File: config.mk
export PLATFORM = sky130hd
export DESIGN_NAME = restoring_division_controller
export DESIGN_NICKNAME = d
export VERILOG_FILES = /design/src/rtl/restoring_division_pkg.sv /design/src/rtl/restoring_division_ctrl_decode.sv /design/src/rtl/restoring_division_controller.sv
export SDC_FILE = /design/constraint.sdc
export NUM_CORES = 1
export LEC_CHECK = 0
export CORE_AREA = 2 2 39 41
export DETAILED_ROUTE_END_ITERATION = 12
export DIE_AREA = 0 0 41 43
export SYNTH_ARGS = -nofsm -noshare
export SYNTH_HDL_FRONTEND = slang
export SYNTH_SLANG_ARGS = --single-unit
File: constraint.sdc
create_clock -name clk -period 1.5 [get_ports clk]
set_clock_uncertainty 0.05 [all_clocks]
set_input_delay 0.15 -clock clk [delete_from_list [all_inputs] [get_ports clk]]
set_output_delay 0.15 -clock clk [all_outputs]
set_load 0.01 [all_outputs]
File: src/rtl/restoring_division_pkg.sv
// Shared types and constants for the restoring divider controller.
// Latency: n/a (package). Backpressure: n/a.
// Holds the FSM state encoding, the datapath control-strobe bundle and sizing constants.
package restoring_division_pkg;

  localparam int DIV_W      = 4;      // operand / quotient width of the datapath
  localparam int ITERATIONS = DIV_W;  // one quotient bit per iteration
  localparam int CNT_W      = 5;      // width of the optional busy-cycle counter

  typedef enum logic [3:0] {
    IDLE,
    INIT,
    SHIFT,
    SUB,
    TEST,
    RESTORE,
    COUNT,
    LOAD_RES,
    DONE,
    DZERO
  } state_t;

  // Every strobe that goes to restoring_division_datapath.
  typedef struct packed {
    logic select_A;
    logic select_Q;
    logic ld_A;
    logic ld_Q;
    logic shift_left_enable_a;
    logic shift_left_enable_q;
    logic select_add;
    logic select_mux_2;
    logic count_enable;
    logic ld_rem_quotient;
  } ctrl_t;

endpackage

File: src/rtl/restoring_division_ctrl_decode.sv
// Purpose: combinational state -> datapath strobe / handshake decoder (Moore outputs).
// Latency: 0 cycles (pure combinational on the state register).
// Backpressure: none; ready is simply high in IDLE.
// Ports: state (in), ctrl strobe bundle, ready, busy, done, div_by_zero (out).
module restoring_division_ctrl_decode
  import restoring_division_pkg::*;
(
  input  state_t state,
  output ctrl_t  ctrl,
  output logic   ready,
  output logic   busy,
  output logic   done,
  output logic   div_by_zero
);

  always_comb begin
    ctrl        = '0;
    ready       = 1'b0;
    busy        = 1'b1;
    done        = 1'b0;
    div_by_zero = 1'b0;
    case (state)
      IDLE: begin
        ready = 1'b1;
        busy  = 1'b0;
      end
      DZERO: begin
        // No datapath strobes: the divide is answered without touching A/Q.
        done        = 1'b1;
        div_by_zero = 1'b1;
      end
      INIT: begin
        // select_A=0 clears A, select_Q=0 loads the dividend into Q.
        ctrl.ld_A = 1'b1;
        ctrl.ld_Q = 1'b1;
      end
      SHIFT: begin
        ctrl.shift_left_enable_a = 1'b1;
      end
      SUB: begin
        // A <= shifted A - M while Q shifts in the new quotient bit.
        ctrl.select_mux_2        = 1'b1;
        ctrl.select_A            = 1'b1;
        ctrl.ld_A                = 1'b1;
        ctrl.shift_left_enable_q = 1'b1;
        ctrl.select_Q            = 1'b1;
        ctrl.ld_Q                = 1'b1;
      end
      TEST: begin
        // Only the branch on negative_flag happens here.
      end
      RESTORE: begin
        // select_add=0, select_mux_2=0 picks the adder: A <= A + M.
        ctrl.select_A = 1'b1;
        ctrl.ld_A     = 1'b1;
      end
      COUNT: begin
        ctrl.count_enable = 1'b1;
      end
      LOAD_RES: begin
        ctrl.ld_rem_quotient = 1'b1;
      end
      DONE: begin
        done = 1'b1;
      end
      default: begin
        // Unused encodings behave like IDLE; the FSM steers them back there.
        ready = 1'b1;
        busy  = 1'b0;
      end
    endcase
  end

endmodule

File: src/rtl/restoring_division_controller.sv
// Purpose: FSM sequencing restoring_division_datapath for one 4b/4b unsigned divide per start.
// Latency: done in cycle 19+R after accept (R = zero quotient bits); divide-by-zero done next cycle.
// Backpressure: start accepted only while ready (IDLE); start in any other state is dropped.
// Ports: clk, rst (sync, active-high), start, divisor, negative_flag, status in;
//        ready, busy, done, div_by_zero and the ten datapath strobes out.
// Optional: define DIV_CYCLE_COUNT_EN to add the cycles[CNT_W-1:0] output (busy cycles of last divide).
module restoring_division_controller
  import restoring_division_pkg::*;
(
  input  logic             clk,
  input  logic             rst,
  input  logic             start,
  input  logic [DIV_W-1:0] divisor,
  input  logic             negative_flag,
  input  logic             status,
  output logic             ready,
  output logic             busy,
  output logic             done,
  output logic             div_by_zero,
  output logic             select_A,
  output logic             select_Q,
  output logic             ld_A,
  output logic             ld_Q,
  output logic             shift_left_enable_a,
  output logic             shift_left_enable_q,
  output logic             select_add,
  output logic             select_mux_2,
  output logic             count_enable,
  output logic             ld_rem_quotient
`ifdef DIV_CYCLE_COUNT_EN
  ,
  output logic [CNT_W-1:0] cycles
`endif
);

  state_t state;
  state_t state_nxt;
  ctrl_t  ctrl;

  always_ff @(posedge clk) begin
    if (rst) begin
      state <= IDLE;
    end else begin
      state <= state_nxt;
    end
  end

  always_comb begin
    state_nxt = state;
    case (state)
      IDLE: begin
        if (start) begin
          state_nxt = (divisor == '0) ? DZERO : INIT;
        end
      end
      INIT:     state_nxt = SHIFT;
      SHIFT:    state_nxt = SUB;
      SUB:      state_nxt = TEST;
      TEST:     state_nxt = negative_flag ? RESTORE : COUNT;
      RESTORE:  state_nxt = COUNT;
      // status is the pre-increment count; the counter wraps to 0 on the
      // last iteration so the next divide starts from a clean count.
      COUNT:    state_nxt = status ? LOAD_RES : SHIFT;
      LOAD_RES: state_nxt = DONE;
      DONE:     state_nxt = IDLE;
      DZERO:    state_nxt = IDLE;
      default:  state_nxt = IDLE;
    endcase
  end

  restoring_division_ctrl_decode u_decode (
    .state       (state),
    .ctrl        (ctrl),
    .ready       (ready),
    .busy        (busy),
    .done        (done),
    .div_by_zero (div_by_zero)
  );

  assign select_A            = ctrl.select_A;
  assign select_Q            = ctrl.select_Q;
  assign ld_A                = ctrl.ld_A;
  assign ld_Q                = ctrl.ld_Q;
  assign shift_left_enable_a = ctrl.shift_left_enable_a;
  assign shift_left_enable_q = ctrl.shift_left_enable_q;
  assign select_add          = ctrl.select_add;
  assign select_mux_2        = ctrl.select_mux_2;
  assign count_enable        = ctrl.count_enable;
  assign ld_rem_quotient     = ctrl.ld_rem_quotient;

`ifdef DIV_CYCLE_COUNT_EN
  // cyc_cnt holds 0 through IDLE so it is cleared on the accept edge, then
  // counts busy cycles. The terminal state's own cycle is added when loading.
  logic [CNT_W-1:0] cyc_cnt;

  always_ff @(posedge clk) begin
    if (rst) begin
      cyc_cnt <= '0;
      cycles  <= '0;
    end else begin
      if (state == IDLE) begin
        cyc_cnt <= '0;
      end else begin
        cyc_cnt <= cyc_cnt + 1'b1;
      end
      if (state == DONE || state == DZERO) begin
        cycles <= cyc_cnt + 1'b1;
      end
    end
  end
`endif

endmodule

# Word-level counts from Yosys, hierarchy flattened
# Index checks and enable logic that the tools add are counted.
# op_classes
reduce_logical	7
eq_ne	10
muxes	16
# op_table
op	count
$pmux W4 S8	1
$eq A4 B3 Y1 const B	4
$mux W1	11
$reduce_or A9 Y1	1
$eq A4 B2 Y1 const B	2
$eq A4 B4 Y1 const B	2
$logic_not A4 Y1	2
$mux W4	2
$reduce_or A2 Y1	3
$eq A4 B1 Y1 const B	1
$mux W3	1
$reduce_or A3 Y1	1
$mux W2	1
$ne A2 B2 Y1 const B	1
# word_totals
word_cells	34
register_bits	4
input_bits	9
output_inout_bits	14

# Logic depth before layout (Yosys ltp)
# logic_depth
depth_word	4
mapped_depth	4
ltp_nobuf	3

# By module
# Synthesis repeated with hierarchy kept, for this count alone.
# hier_totals
cells_unflattened	41
area_unflattened_um2	326.6
# modules_own_cells
mod	area_per_inst_um2	seq_area_each_um2	n_inst	cells_per_inst
restoring_division_controller	178.9	80.1	1	20
restoring_division_ctrl_decode	147.6	0.0	1	21

# Least setup slack after synthesis
# OpenSTA, ideal clock, no wires.
# synth_timing
path_type	register to output
start	reg state[0]
end	out select_mux_2
path_buffers	2
path_stages_with_launch	5
required_ns	1.300
path_slack_ns	0.077
arrival_ns	1.223
path_cell_list	dfxtp_1 > clkbuf_1 > nand2_1 > nor3_1 > buf_4
# synth_via
elab_chain_cells	2
# synth_lines
element	line	source
from (decl)	restoring_division_controller.sv:36	state_t state;
from (signal assigned)	restoring_division_controller.sv:44	state <= state_nxt;
$eq A4 B2 Y1	n/a	
$mux W1	n/a	
to (decl)	restoring_division_controller.sv:27	output logic select_mux_2,
# Every way passes these cells.

# Worst setup path after layout
# layout_timing
start	reg state[2]
end	out busy
# layout_via
elab_chain_cells	3
word_cells_on_any_way	11
classes_between	9 x eq/ne; 1 x mux; 1 x reduce/logical
# layout_lines
element	line	source
$eq A4 B2 Y1 (tied with other cells)	restoring_division_ctrl_decode.sv:22	case (state)
$reduce_or A9 Y1 (no source line) *	n/a	
$mux W1 *	restoring_division_ctrl_decode.sv:22	
to (decl)	restoring_division_controller.sv:17	output logic busy,
# Mark *: on every way between the ends. The rest lies on a longest branch, timed or not.

==> flow_metrics.env <==
export IMPL_crit_arrival_ns=1.25
export IMPL_ys_async_sr_fraction_pct=0
export IMPL_preCtsSetupSlack_ns=-0.09108
export IMPL_ys_flop_type="dfxtp_1"
export IMPL_met2_wirelength_um=408
export IMPL_yosys_top_cells_area="dfxtp_1 (24%), nand2b_1 (7.5%), buf_4 (6.7%)"
export IMPL_ys_ff_latch=4
export IMPL_syn_nets=53
export IMPL_rr_startpoint="state[2]"
export IMPL_slew_violations=0
export IMPL_startpoint="state[2]"
export IMPL_num_vias=402
export IMPL_fin_ws_ns=0.05198
export IMPL_fmax_mhz=690.6
export IMPL_viasPerCell=4.568
export IMPL_r2r_slack_ns=0.18
export IMPL_ant_nets=0
export IMPL_ys_warnings_count=0
export IMPL_cp_endpoint="busy"
export IMPL_gp_congestion=0.7679
export IMPL_place_inst=85
export IMPL_stdcell_count=88
export IMPL_diodes=0
export IMPL_syn_avg_cell_area_um2=7.621
export IMPL_final_hold_violation_count=0
export IMPL_syn_area_um2=335.3
export IMPL_top_layer="met4"
export IMPL_clkTransAtPathRegs_ns=0.04
export IMPL_grtUsageTotal_pct=12.42
export IMPL_clock_latency_ns=0.25
export IMPL_grt_pass1_vias=337
export IMPL_path_cells="or3_4, o21ai_2, inv_1, buf_2"
export IMPL_peakVddDrop_v=0.0003364
export IMPL_antenna_found_initial=0
export IMPL_io_buffers=21
export IMPL_cts_hold_fix_buffers=0
export IMPL_path_max_fanout=3
export IMPL_nNetsFinal=83
export IMPL_critPathTopFamily="simple AND/OR/NAND/NOR gates"
export IMPL_largest_reg_flops=4
export IMPL_path_buf_inv=2
export IMPL_design_core_area_um2=1384
export IMPL_clock_sinks=4
export IMPL_power_leakage_uw=0.0002854
export IMPL_clockBufferDepth=2
export IMPL_slowest_stage="or3_4"
export IMPL_setup_viol_count_final=0
export IMPL_syn_inst=44
export IMPL_die_area_um2=1763
export IMPL_grt_overflow=0
export IMPL_maxCapViolCount=0
export IMPL_htree_levels=1
export IMPL_cp_start_kind="flip-flop"
export IMPL_grt_setup_unrepaired="true"
export IMPL_status="completed"
export IMPL_synth_common_cells="dfxtp_1 (4), nand2b_1 (4), nor2_1 (4)"
export IMPL_hold_path_class="in -> reg"
export IMPL_r2r_end="state[0]"
export IMPL_synth_seq_area_share_pct=23.88
export IMPL_grt_max_degree=10
export IMPL_rr_worst_depth=4
export IMPL_synth_edf_count=0
export IMPL_cp_depth=4
export IMPL_critical_path_max_stage_delay_ns=0.38
export IMPL_drive_gt1_share_pct=43.06
export IMPL_drt_pass1_iter_count=2
export IMPL_rows=14
export IMPL_ios=23
export IMPL_drt_total_wl_um=889
export IMPL_met3_length_um=95
export IMPL_cts_tree="yes"
export IMPL_initial_core_util_pct=24.23
export IMPL_drtIter0Drc=11
export IMPL_root_buffer="clkbuf_4"
export IMPL_top_regs="state x4"
export IMPL_required_ns=1.30
export IMPL_p_per_area_nw_per_um2=699.8
export IMPL_drc=0
export IMPL_die_h_um=43
export IMPL_met1Wirelength_um=352
export IMPL_place_hpwl_um=660
export IMPL_grt_pass1_wl_mm=1.352
export IMPL_min_period_ns=1.448
export IMPL_period_share_pct=96.53
export IMPL_wl_per_cell_um=10.10
export IMPL_synth_top_area_cell="dfxtp_1"
export IMPL_syn_to_final_growth_pct=79.48
export IMPL_min_from="status"
export IMPL_synth_cell_types=25
export IMPL_die_x_um=41
export IMPL_largest_register="state"
export IMPL_critical_path_class="reg -> out"
export IMPL_netlist_area_leader_share_pct=23.88
export IMPL_numCtsBuffers=3
export IMPL_cp_end_kind="output port"
==> power breakdown <==
part | switching (µW) | leakage [µW] | internal, µW | total [µW]
Clock | 50.5 | 0.0000138 | 89.9 | 140
Sequential | 9.82 | 0.0000338 | 115 | 125
Combinational | 65.1 | 0.000238 | 90.6 | 156
Total | 125 | 0.000285 | 296 | 421
==> cells by family (layout without fill, tap and decap cells) <==
kind of cell / after synthesis / count (layout) / share of synthesized area [%]
compound gates: 9 / 9 / 19.40
simple gates: 19 / 19 / 35.44
mux: 1 / 1 / 2.985
flops: 4 / 4 / 23.88
xor+xnor: 1 / 1 / 2.612
other cells: 1 / 1 / 1.118
buf+inv: 9 / 37 / 14.55
==> tightest hold or removal path: stages <==
cell	delay, ns
clkdlybuf4s50_1	0.42
nand2b_1	0.07
a311oi_1	0.08
==> timing repair <==
action | in CTS | in global routing
hold endpoints to repair | 0 | 0
resized for setup | 26 | 9
setup endpoints to repair | 13 | 8
setup buffers | 0 | 0
cloned | 0 | 0
pin swaps | 1 | 1
==> per-stage QoR <==
stage | utilization [%] | hold WS [ns] | cell area (µm²) | power [µW] | TNS [ns]
5_1_grt | 43.49 | 0.4924 | 601.8 | 456.8 | -0.01434
3_5_place_dp | 43.85 | 0.4959 | 606.8 | 302.1 | -0.4433
4_1_cts | 44.94 | 0.4650 | 621.8 | 433.8 | 0
2_1_floorplan | - | 0.2761 | 335.3 | 206.7 | 0
3_3_place_gp | 43.85 | 0.4787 | 606.8 | 301.8 | -0.4963
6_report | 43.49 | 0.4702 | 601.8 | 421.1 | 0
==> per-layer routing <==
layer / up-vias / global-route usage (%)
met4: 0 / 12.00
met3: 5 / 6.283
met1: 180 / 13.10
met2: 16 / 16.56
li1: 201 / -
met5: - / 0
==> cells in the final DEF, fill, tap and decap left out, types with 2 or more instances in the layout <==
cell              n
dlygate4sd2_1     5
a21oi_1           2
dfxtp_2           3
inv_1             2
clkbuf_4          3
nor3b_1           2
nand2b_1          4
a211oi_1          2
clkdlybuf4s50_1   8
o21ai_2           2
clkbuf_2          5
nor2_1            4
buf_4            11
buf_2             2
==> final cells by class <==
cell class	instances	area, µm²
repair buffers	32	251.5
multi-input cells	31	216.5
well taps	16	20.02
flip-flops and latches	4	83.83
inverters	2	7.507
clock buffers	3	22.52
fillers	163	782.0
==> how the worst min path moves through the flow <==
stage,endpoint,slack (ns),cells past startpoint
final,state[2],0.47,3
after floorplan,state[2],0.28,2
after global routing,state[3],0.49,2
after detailed placement,state[3],0.50,2
after global placement,state[3],0.48,2
after CTS,state[2],0.46,3
(Power assumes the default switching activity.)
